===== config.mk =====
export PLATFORM = sky130hd
export DESIGN_NAME = div2_sequencer
export DESIGN_NICKNAME = d
export VERILOG_FILES = /design/src/rtl/div2_sequencer.sv
export SDC_FILE = /design/constraint.sdc
export NUM_CORES = 1
export LEC_CHECK = 0
export CORE_UTILIZATION = 40
export CTS_BUF_LIST = sky130_fd_sc_hd__clkbuf_4
export DETAILED_ROUTE_END_ITERATION = 8
export HOLD_SLACK_MARGIN = 0.02
export MAX_ROUTING_LAYER = met4
export PLACE_DENSITY = 0.69
export SLEW_MARGIN = 20
export SYNTH_ARGS = -nofsm -noshare
export SYNTH_HDL_FRONTEND = slang
export SYNTH_SLANG_ARGS = --single-unit

===== constraint.sdc =====
create_clock -name Clk -period 3.7 [get_ports Clk]
set_input_delay 0.74 -clock Clk [delete_from_list [all_inputs] [get_ports Clk]]
set_output_delay 0.74 -clock Clk [all_outputs]
set_load 0.005 [all_outputs]

===== src/rtl/div2_sequencer.sv =====
// Bit-serial restoring divider sequencer: reads a 16-bit dividend and an 8-bit divisor from
// data memory and writes floor((dividend<<8)/divisor) back as three bytes. Define DIV2_ROUND_EN for half-LSB rounding.
module div2_sequencer #(
  parameter int ADDR_W   = 8,
  parameter int OPA_ADDR = 0,
  parameter int OPB_ADDR = 2,
  parameter int RES_ADDR = 4
) (
  input  logic              Clk,
  input  logic              Reset,
  input  logic              Start,
  output logic              Ack,
  output logic              busy,
  output logic [ADDR_W-1:0] mem_addr,
  input  logic [7:0]        mem_rd_data,
  output logic              mem_wr_en,
  output logic [7:0]        mem_wr_data
);

`ifdef DIV2_ROUND_EN
  localparam int QW = 25;
`else
  localparam int QW = 24;
`endif

  typedef enum logic [3:0] {
    IDLE, RD_HI, RD_LO, RD_DIV, DIV, WR_HI, WR_MID, WR_LO, DONE
  } state_t;

  state_t        state;
  logic          start_q;
  logic [15:0]   dividend;
  logic [7:0]    divisor;
  logic [23:0]   num;
  logic [7:0]    rem;
  logic [QW-2:0] quot;
  logic [4:0]    count;
  logic [23:0]   res;

  logic          launch;
  logic [8:0]    r_shift;
  logic [8:0]    diff;
  logic          ge;
  logic [7:0]    rem_next;
  logic [QW-1:0] q_next;
  logic [23:0]   res_next;

  assign launch = Start & ~start_q;

  // NOTE: every variable is assigned unconditionally here, so no latch can be inferred.
  always_comb begin
    r_shift  = {rem, num[23]};
    diff     = r_shift - {1'b0, divisor};
    // r_shift < 2*divisor, so a set diff[8] can only mean a borrow.
    ge       = ~diff[8];
    rem_next = ge ? diff[7:0] : r_shift[7:0];
    q_next   = {quot, ge};
`ifdef DIV2_ROUND_EN
    res_next = q_next[QW-1:1] + {23'd0, q_next[0]};
`else
    res_next = q_next;
`endif
  end

  // NOTE: non-blocking assignments so every register samples pre-edge values.
  always_ff @(posedge Clk) begin
    if (Reset) begin
      state       <= IDLE;
      start_q     <= 1'b0;
      Ack         <= 1'b0;
      busy        <= 1'b0;
      mem_addr    <= '0;
      mem_wr_en   <= 1'b0;
      mem_wr_data <= '0;
      dividend    <= '0;
      divisor     <= '0;
      num         <= '0;
      rem         <= '0;
      quot        <= '0;
      count       <= '0;
      res         <= '0;
    end else begin
      start_q <= Start;
      case (state)
        IDLE, DONE: begin
          if (launch) begin
            state    <= RD_HI;
            Ack      <= 1'b0;
            busy     <= 1'b1;
            mem_addr <= ADDR_W'(OPA_ADDR);
          end
        end
        RD_HI: begin
          dividend[15:8] <= mem_rd_data;
          mem_addr       <= ADDR_W'(OPA_ADDR + 1);
          state          <= RD_LO;
        end
        RD_LO: begin
          dividend[7:0] <= mem_rd_data;
          mem_addr      <= ADDR_W'(OPB_ADDR);
          state         <= RD_DIV;
        end
        RD_DIV: begin
          divisor <= mem_rd_data;
          if (mem_rd_data == 8'd0) begin
            res         <= 24'hFFFFFF;
            mem_wr_en   <= 1'b1;
            mem_addr    <= ADDR_W'(RES_ADDR);
            mem_wr_data <= 8'hFF;
            state       <= WR_HI;
          end else begin
            num   <= {dividend, 8'h00};
            rem   <= '0;
            quot  <= '0;
            count <= '0;
            state <= DIV;
          end
        end
        DIV: begin
          num   <= {num[22:0], 1'b0};
          rem   <= rem_next;
          quot  <= q_next[QW-2:0];
          count <= count + 5'd1;
          if (count == 5'(QW - 1)) begin
            res         <= res_next;
            mem_wr_en   <= 1'b1;
            mem_addr    <= ADDR_W'(RES_ADDR);
            mem_wr_data <= res_next[23:16];
            state       <= WR_HI;
          end
        end
        WR_HI: begin
          mem_addr    <= ADDR_W'(RES_ADDR + 1);
          mem_wr_data <= res[15:8];
          state       <= WR_MID;
        end
        WR_MID: begin
          mem_addr    <= ADDR_W'(RES_ADDR + 2);
          mem_wr_data <= res[7:0];
          state       <= WR_LO;
        end
        WR_LO: begin
          mem_wr_en <= 1'b0;
          busy      <= 1'b0;
          Ack       <= 1'b1;
          state     <= DONE;
        end
        default: state <= IDLE;
      endcase
    end
  end

endmodule


Word level (Yosys, flattened, before mapping) --
Cells that the tools add are included. W data, S select, Z words.
Storage, ports and cells: output and inout bits 19, logic and storage cells 78, bits of input ports 11, register bits after elaboration 124
Operators by class: reduce and logical (&&, ||, !) cells 15, bitwise logic cells 3, $add $sub $neg 2, muxes and demuxes 30, equal/unequal tests 13
Operators by type and width (count):
- $mux W8 | 7
- $pmux W8 S7 | 1
- $pmux W24 S2 | 1
- $pmux W23 S2 | 1
- $mux W16 | 2
- $pmux W16 S2 | 1
- $pmux W4 S8 | 1
- $pmux W8 S4 | 1
- $mux W24 | 1
- $mux W23 | 1
- $eq A4 B3 Y1 const B | 4
- $pmux W8 S2 | 1
- $pmux W5 S2 | 1
- $reduce_and A3 Y1 | 3
- $sub A9 B8 Y9 | 1
- $eq A4 B2 Y1 const B | 2
- $logic_not A8 Y1 | 1
- $mux W4 | 2
- $ne A2 B2 Y1 const B | 4
- $reduce_bool A7 Y1 | 1
- $reduce_and A2 Y1 | 3
- $add A5 B1 Y5 const B | 1
- $eq A5 B5 Y1 const B | 1
- $mux W1 | 5
- other kinds (13) | 16

Logic depth before layout (Yosys ltp) --
Gate-level depths: netlist (run 1).
depth in word-level cells 4, mapped depth 9, gate-level depth less buffers 8

Worst setup path after synthesis (run 1) --
No wires, ideal clock.
kind reg2reg, start register num[23], end register rem[5], arrival time 2315 ps, clock period less this slack 2398 ps, path slack 1302 ps, library setup time 83 ps, cell stages (with the launch flop) 10, required time 3617 ps, buffers on the path 1, path through dfxtp_1 > inv_1 > ha_1 > fa_1 > nor2b_1 > o2111ai_1 > and3_1 > or4b_1 > clkbuf_1 > o221ai_1
Between the ends: word-level cells in the longest chain between the ends 3
Ends and longest elaborated chain:
- from (decl) | line 34 | logic [23:0] num;
- from (signal assigned) | line 112 | num <= {dividend, 8'h00};
- from (signal assigned) | line 120 | num <= {num[22:0], 1'b0};
- $sub A9 B8 Y9 | line 53 | diff = r_shift - {1'b0, divisor};
- $mux W8 | line 56 | rem_next = ge ? diff[7:0] : r_shift[7:0];
- $pmux W8 S2 | line 84 | case (state)
- to (signal assigned) | line 121 | rem <= rem_next;
- to (decl) | line 35 | logic [7:0] rem;
No other way between the ends. A chain may end at the register's enable or synchronous reset.

Worst setup path after layout (run 1) --
start register num[23], end register rem[0]
Between the ends: word-level cells in the longest chain between the ends 3
Ends and longest elaborated chain (line):
- $sub A9 B8 Y9 | 53
- $mux W8 (*) | 56
- $pmux W8 S2 (*) | 84
Every way passes the cells marked *; elsewhere a longest branch is shown, timed or not.

==> metrics.md, run 1 <==
| Metric | Value |
|---|---|
| Port Buffers | 24 |
| CP Max Fanout | 8 |
| Leakage Power | 1.800 nW |
| Drt pass-1 iters | 4 |
| Top cells by area, synth | dfxtp_1 45%, nand2_1 5.8%, mux2i_1 4.7% |
| Final WL | 10410 um |
| Clk network pwr share | 20.2% |
| Met3 Use GR | 2.592% |
| Syn Std Cell Area | 4887 sq um |
| Final setup viols | 0 |
| Core area | between 10000 and 15000 sq um |
| Pwr dens | 558.4 nW/um^2 |
| Largest net degree at the start of global routing | around 90 |
| Final hold slack | roughly 0.47 ns |
| Die height | 112.5 um |
| Longest Clk Path Bufs | 2 |
| Cell family with most CP delay | simple AND/OR/NAND/NOR gates |
| Worst Skew | 0.01556 ns |
| Worst path cell trace | inv_1, ha_1, fa_1, nor2b_1, o2111ai_1, and3_1, or4b_1, o221ai_1 |
| Worst EP required | 4.07 ns |
| Iter 0 DRT Violations | 281 |
| Layout Cells excl Fill | 711 |
| Setup TNS Final | 0 ns |
| Pins Over Slew Limit | 0 |
| Total gr overflow | 0 |
| Final-stage net count | 581 |
| Count of different cell masters after synthesis | 54 |
| Hold Violations, Final | 0 |
| Vias | 3885 |
| # DRC | 0 |
| Worst slew pin tran | 0.8534 ns |
| DR vias/cell | between 5 and 6 |
| Num rows | 40 |
| Initial Util | 40.86% |
| Met1 Usage GRT | 22.20% |
| Mapped Avg Cell Area | ~8.8 sq um |
| Power, Total | about 0.0030 W |
| Post-synth top area share | a little under half |
| Most used DFF post-synth | dfxtp_1 |
| Share of cells above drive strength 1 | about 5.7% |
| Met2 Use GR | between 20% and 30% |
| Power share of the sequential group | 51.3% |
| CP Launch Type | flop |
| Clk Latency, worst-skew pair | 0.45 ns |
| Setup ws final | 0.9019 ns |
| Post-synth top area cell | dfxtp_1 |
| CTS tree | done |
| Share of async-settable or async-resettable flops after synthesis | 0% |
| Rel. slew slack | 43.10% |
| Worst Setup Path Type | flop to flop |
| GP Congestion | about 0.86 |
| RSZ-0062 raised after global routing | false |
| First-pass GRT wire length | 17600 um |
| WP buf/inv | 1 |
| Initial antenna violation count | 0 |
| Status | finished clean |
| Post-route ant nets | 0 |
| CTS Hold Bufs | 0 |
| Post-layout min period | 2.798 ns |
| Busiest grt layer | met2 |
| Post-Place Setup Slack | 0.8927 ns |
| Final HPWL DP | around 7300 um |
| Setup bufs post-CTS | 0 |
| GRT Overall Usage | 17.39% |
| Routed WL per cell | about 15 um |
| Slowest stage delay, CP | 0.72 ns |
| Clock Pin Slew Worst Setup and Hold Paths | 0.17 ns |
| Max-Cap Viols | 0 |
| Hold WC Path Type | flop to flop |
| Die X-Extent | ~110 um |
| Clock Tree Root | clkbuf_4 |
| Die Area | 12660 sq um |
| CP Capture Type | flop |
| Fmax | 0.3574 GHz |
| Internal power | 0.001973 W |
| Layout Area Growth over Synthesis | 9.319% |
| CP arrival | around 3.2 ns |
| CTS resizes | 0 |
| Dpl cells | 696 |
| Synthesized instance count | about 550 |
| CTS H-tree depth | 3 |
| Seq cells post-synth | 111 |
| Tcrit/Tclk final | around 76% |
| TritonCTS Buffers | 9 |
| Number of global-route vias before repair | roughly 3.7k |
| # IOs | 30 |
| Sequential fraction of the synthesis area | 45.47% |
| Antenna cells | 0 |
| Psw | 0.001011 W |
| Combinational power share | 28.5% |
| CTS Sinks | approximately 110 |
| CP max-delay cell | or4b_1 |
| Switching share of total power | about a third |
| Worst vdd ir | approximately 0.18 mV |
| Post-synth EDFFs | 0 |
| Yosys warns | 0 |
per-layer routing:
metal / wire length (um) / up-vias
met4: 138 / 0
li1: - / 1972
met5: 0 / -
met2: 5065 / 41
met1: 5017 / 1862
met3: 191 / 10
state kept, by name, summed over array words and instances, names as in the netlist:
signal and cells:
state 4, num 16, res 16, dividend 16, mem_wr_data 8, busy 1, start_q 1, count 5
Ack 1, mem_wr_en 1, quot 23, divisor 8, rem 8, mem_addr 3
worst register-to-register path, delay by kind of cell, from the launching register on:
kind	cells	cell delay, ns
and+or+nand+nor	3	1.16
adders and majority gates	2	0.62
AOI/OAI and AO/OA	2	0.45
DFF	1	0.43
buffers and inverters	1	0.08
power by group through the flow:
stage | sequential, W | clock [W] | combinational (W)
detailed placement | 0.00156 | 0 | 0.000852
finish | 0.00153 | 0.000602 | 0.000851
floorplan | 0.00151 | 0 | 0.000653
global placement | 0.00155 | 0 | 0.000831
CTS | 0.00153 | 0.000621 | 0.000855
global route | 0.00156 | 0.000665 | 0.000949
logic make-up after synthesis:
family	count (synthesis)	synth area share, %
simple gates	182	17.54
compound gates	151	21.84
flops	111	45.47
buf+inv	65	5.632
mux	24	4.941
fa+ha+maj	10	2.714
xor+xnor	10	1.792
other cells	1	0.07673
cell type report:
| class | instances | area (sq um) |
|---|---|---|
| fill | 1131 | 6619 |
| multi-input combinational | 382 | 2405 |
| sequential | 111 | 2222 |
| timing repair buffer | 34 | 310.3 |
| tap | 147 | 183.9 |
| inverter | 22 | 82.58 |
| clock inverter | 6 | 71.32 |
| clock buffer | 9 | 67.56 |
final timing paths:
path                                  from                  endpoint  slack (ns)  cells after the start
hold / removal    dividend[7]$_SDFFE_PP0P_  dividend[7]$_SDFFE_PP0P_        0.47                      2
hold reg to reg   dividend[7]$_SDFFE_PP0P_  dividend[7]$_SDFFE_PP0P_        0.47                      2
setup / recovery      num[23]$_SDFFE_PP0P_       rem[0]$_SDFFE_PP0P_        0.90                      8
setup reg to reg      num[23]$_SDFFE_PP0P_       rem[0]$_SDFFE_PP0P_        0.90                      8
stage by stage:
step	util (%)	area, sq um
after detailed placement	43.50	5204
after global placement	43.50	5204
final	44.67	5343
after CTS	44.67	5343
after global routing	44.67	5343
after floorplan	-	4902
placed cells by master (no fill, tap or decap), types with 2 or more instances in the layout:
cell	count
a21o_1	3
o21ai_0	5
nor3_1	6
and2_1	6
nand2_1	76
a21oi_1	43
a211oi_1	25
buf_4	10
or4b_1	2
nand4_1	2
and3_1	2
o22ai_1	2
inv_1	22
a31oi_1	2
o221a_1	15
xnor2_1	2
clkbuf_4	9
o31ai_1	2
conb_1	5
clkinv_4	3
o21ai_1	8
o21a_1	4
clkdlybuf4s50_1	23
nand2b_1	7
ha_1	9
nand3_1	5
nor2_1	55
nor2b_1	7
a32oi_1	4
xor2_1	8
dfxtp_1	111
a22oi_1	24
or2_2	2
o221ai_1	6
nor4_1	3
mux2i_1	23
Yosys cell counts (8+ instances only):
master,instances
mux2i_1,23
nand2_1,76
dfxtp_1,111
a211oi_1,25
inv_1,22
o221a_1,15
xor2_1,8
a21oi_1,43
a22oi_1,24
ha_1,9
o21ai_1,8
nor2_1,55
clkbuf_1,30
Note: power is estimated with default switching activity, not from simulation.
==> run 2: changes to the inputs <==
==> constraint.sdc (replaced) <==
create_clock -name Clk -period 2.74 [get_ports Clk]
set_input_delay 0.548 -clock Clk [delete_from_list [all_inputs] [get_ports Clk]]
set_output_delay 0.548 -clock Clk [all_outputs]
set_load 0.005 [all_outputs]
==> metrics.md, run 2 (synthesis gave the netlist of run 1 again) <==
| Metric | Value |
|---|---|
| Slowest stage delay, CP | 0.61 ns (-0.11 ns) |
| CP Max Fanout | 8 (unchanged) |
| Die X-Extent | 112.5 um (unchanged) |
| DR vias/cell | 5.362 (-1.9%) |
| Commonest cells after routing, fill and taps aside | 111 x dfxtp_1, 76 x nand2_1, 55 x nor2_1 |
| Worst slew pin tran | 0.8651 ns (+0.01169 ns) |
| Fillcell total | 1108 (-2.0%) |
| CP Launch Type | flop |
| R2R Path Start | num[23]$_SDFFE_PP0P_ |
| Area occupied by multi-input gates | 2409 sq um (+0.16%) |
| Worst path cell trace | inv_1, ha_1, fa_1, nor2b_1, o2111ai_1, and3_1, or4b_4, o221ai_1 |
| Final core occ | 45.15% (+0.48 points) |
| Hold WC Path Type | flop to flop |
| CP startpoint | num[23]$_SDFFE_PP0P_ |
| Hold Path Origin | dividend[0]$_SDFFE_PP0P_ |
| Vias | 3855 (-0.77%) |
| Top reg by flops | quot |
| Antenna cells | 0 (unchanged) |
| CTS Hold Bufs | 0 (unchanged) |
| CTS H-tree depth | 3 (unchanged) |
| Number of global-route vias before repair | 3720 (+1.3%) |
| Core area | 11960 sq um (unchanged) |
| Switching share of total power | 34.46% (+0.59 points) |
| Final HPWL DP | 7317 um (-0.22%) |
| Port Buffers | 24 (unchanged) |
| Post-route ant nets | 0 (unchanged) |
| Final-stage net count | 588 (+1.2%) |
| Clock Tree Root | clkbuf_4 |
| Largest net degree at the start of global routing | 88 (unchanged) |
| Initial Util | 40.86% (unchanged) |
| Register area | 2222 sq um (unchanged) |
| Combinational power share | 29.6% (+1.1 points) |
| Tcrit/Tclk final | 92.34% (+17 points) |
| Worst vdd ir | 0.2515 mV (+38%) |
| Rel. slew slack | 42.32% (-0.78 points) |
| GRT Overall Usage | 17.16% (-0.23 points) |
| Iter 0 DRT Violations | 262 (-6.8%) |
| Pwr dens | 742.3 nW/um^2 (+33%) |
| Final setup viols | 0 (unchanged) |
| Internal power | 0.002627 W (+33%) |
| First-pass GRT wire length | 17330 um (-1.5%) |
| CP Capture Type | flop |
| Clock Pin Slew Worst Setup and Hold Paths | 0.16 ns (about the same) |
| Worst Setup Path Type | flop to flop |
| Longest Clk Path Bufs | 2 (unchanged) |
| Fmax | 0.3952 GHz (+11%) |
| # DRC | 0 (unchanged) |
| Worst EP required | 3.12 ns (-0.95 ns) |
| Final WL | 10150 um (-2.5%) |
| Commonest non-fill, non-tap cell in the layout | dfxtp_1 |
| Die Area | 12660 sq um (unchanged) |
| Initial antenna violation count | 0 (unchanged) |
| # IOs | 30 (unchanged) |
| Hold Violations, Final | 0 (unchanged) |
| Share of cells above drive strength 1 | 7.343% (+1.7 points) |
| Leakage Power | 1.843 nW (+2.4%) |
| CP arrival | 2.91 ns (-0.26 ns) |
| Worst Skew | 0.01108 ns (-0.004483 ns) |
| Clk network pwr share | 19.0% (-1.2 points) |
| Largest register FFs | 23 (unchanged) |
| Post-layout min period | 2.530 ns (-0.2680 ns) |
| Max-Cap Viols | 0 (unchanged) |
| GP Congestion | 0.8251 (-4.0%) |
| Drt pass-1 iters | 5 (+1) |
| Psw | 0.001381 W (+37%) |
| Pins Over Slew Limit | 0 (unchanged) |
| Total gr overflow | 0 (unchanged) |
| Die height | 112.5 um (unchanged) |
| Num rows | 40 (unchanged) |
| Routed WL per cell | 14.12 um (-3.6%) |
| CP max-delay cell | or4b_4 |
| Status | finished clean |
| Power share of the sequential group | 51.4% (about the same) |
| TritonCTS Buffers | 9 (unchanged) |
| Layout Area Growth over Synthesis | 10.50% |
| CTS tree | done |
| Setup TNS Final | 0 ns (unchanged) |
| Clk Latency, worst-skew pair | 0.45 ns (about the same) |
| RSZ-0062 raised after global routing | false |
| CTS Sinks | 111 (unchanged) |
run 2: area by class of cell:
cell class,count,share of cell area (%)
clock buffers,10,1.390
inverters,22,1.529
flip-flops and latches,111,41.15
clock inverters,6,0.9731
repair buffers,41,6.951
well taps,147,3.406
multi-input cells,382,44.60
run 2: metal layers:
layer | vias up | part of all wire (%) | wire, um | global-route usage, %
li1 | 1987 | - | - | -
met1 | 1804 | 47 | 4780 | 21.42
met2 | 49 | 49 | 4984 | 28.20
met3 | 15 | 2.1 | 212 | 2.484
met4 | 0 | 1.7 | 176 | 6.400
met5 | - | 0 | 0 | -
run 2: worst max-delay path: cells and delay by family (launching register included):
family                   cells  cell delay [ns]
AO/OA/AOI/OAI                2             0.38
AND/OR/NAND/NOR              3             1.02
buffers and inverters        1             0.06
flip-flops                   1             0.39
adder cells (fa/ha/maj)      2             0.61
run 2: path summary, 6_finish.rpt:
check | end | slack, ns | depth (start not counted)
worst max-delay path | rem[5]$_SDFFE_PP0P_ | 0.21 | 8
worst min-delay path | dividend[0]$_SDFFE_PP0P_ | 0.47 | 2
worst max register to register | rem[5]$_SDFFE_PP0P_ | 0.21 | 8
worst min register to register | dividend[0]$_SDFFE_PP0P_ | 0.47 | 2
run 2: what timing repair did:
| item | CTS | global route |
|---|---|---|
| setup buffers | 0 | 0 |
| resized for setup | 0 | 1 |
| setup endpoints to repair | 0 | 5 |
run 2: power by group through the flow:
stage / registers (W) / clock network, W / logic [W]
after floorplan: 0.00203 / 0 / 0.000881
after global placement: 0.00209 / 0 / 0.00115
after detailed placement: 0.00209 / 0 / 0.00118
after CTS: 0.00206 / 0.000785 / 0.00119
after global routing: 0.00209 / 0.000851 / 0.00132
final: 0.00206 / 0.000761 / 0.00119
run 2: metrics by stage:
| step | cells | cell area (sq um) | power, W | hold slack, ns | setup WS, ns |
|---|---|---|---|---|---|
| after global routing | 719 | 5400 | 0.004265 | 0.4891 | 0.07243 |
| after detailed placement | 703 | 5269 | 0.003277 | 0.4465 | 0.1333 |
| final | 719 | 5400 | 0.004008 | 0.4659 | 0.2099 |
| after global placement | 703 | 5269 | 0.003238 | 0.4425 | 0.2148 |
| after CTS | 719 | 5396 | 0.004032 | 0.4662 | 0.09674 |
| after floorplan | 558 | 4902 | 0.002914 | 0.4357 | 0.3419 |
==> run 3: changes to the inputs <==
--- a/config.mk
+++ b/config.mk
@@ -7,6 +7,7 @@
 export LEC_CHECK = 0
 export CORE_UTILIZATION = 40
 export CTS_BUF_LIST = sky130_fd_sc_hd__clkbuf_4
+export CTS_CLUSTER_DIAMETER = 60
 export DETAILED_ROUTE_END_ITERATION = 8
 export HOLD_SLACK_MARGIN = 0.02
 export MAX_ROUTING_LAYER = met4
==> results of run 3 <==
Same layout as run 2: the final DEF is identical, and so are final timing and power.
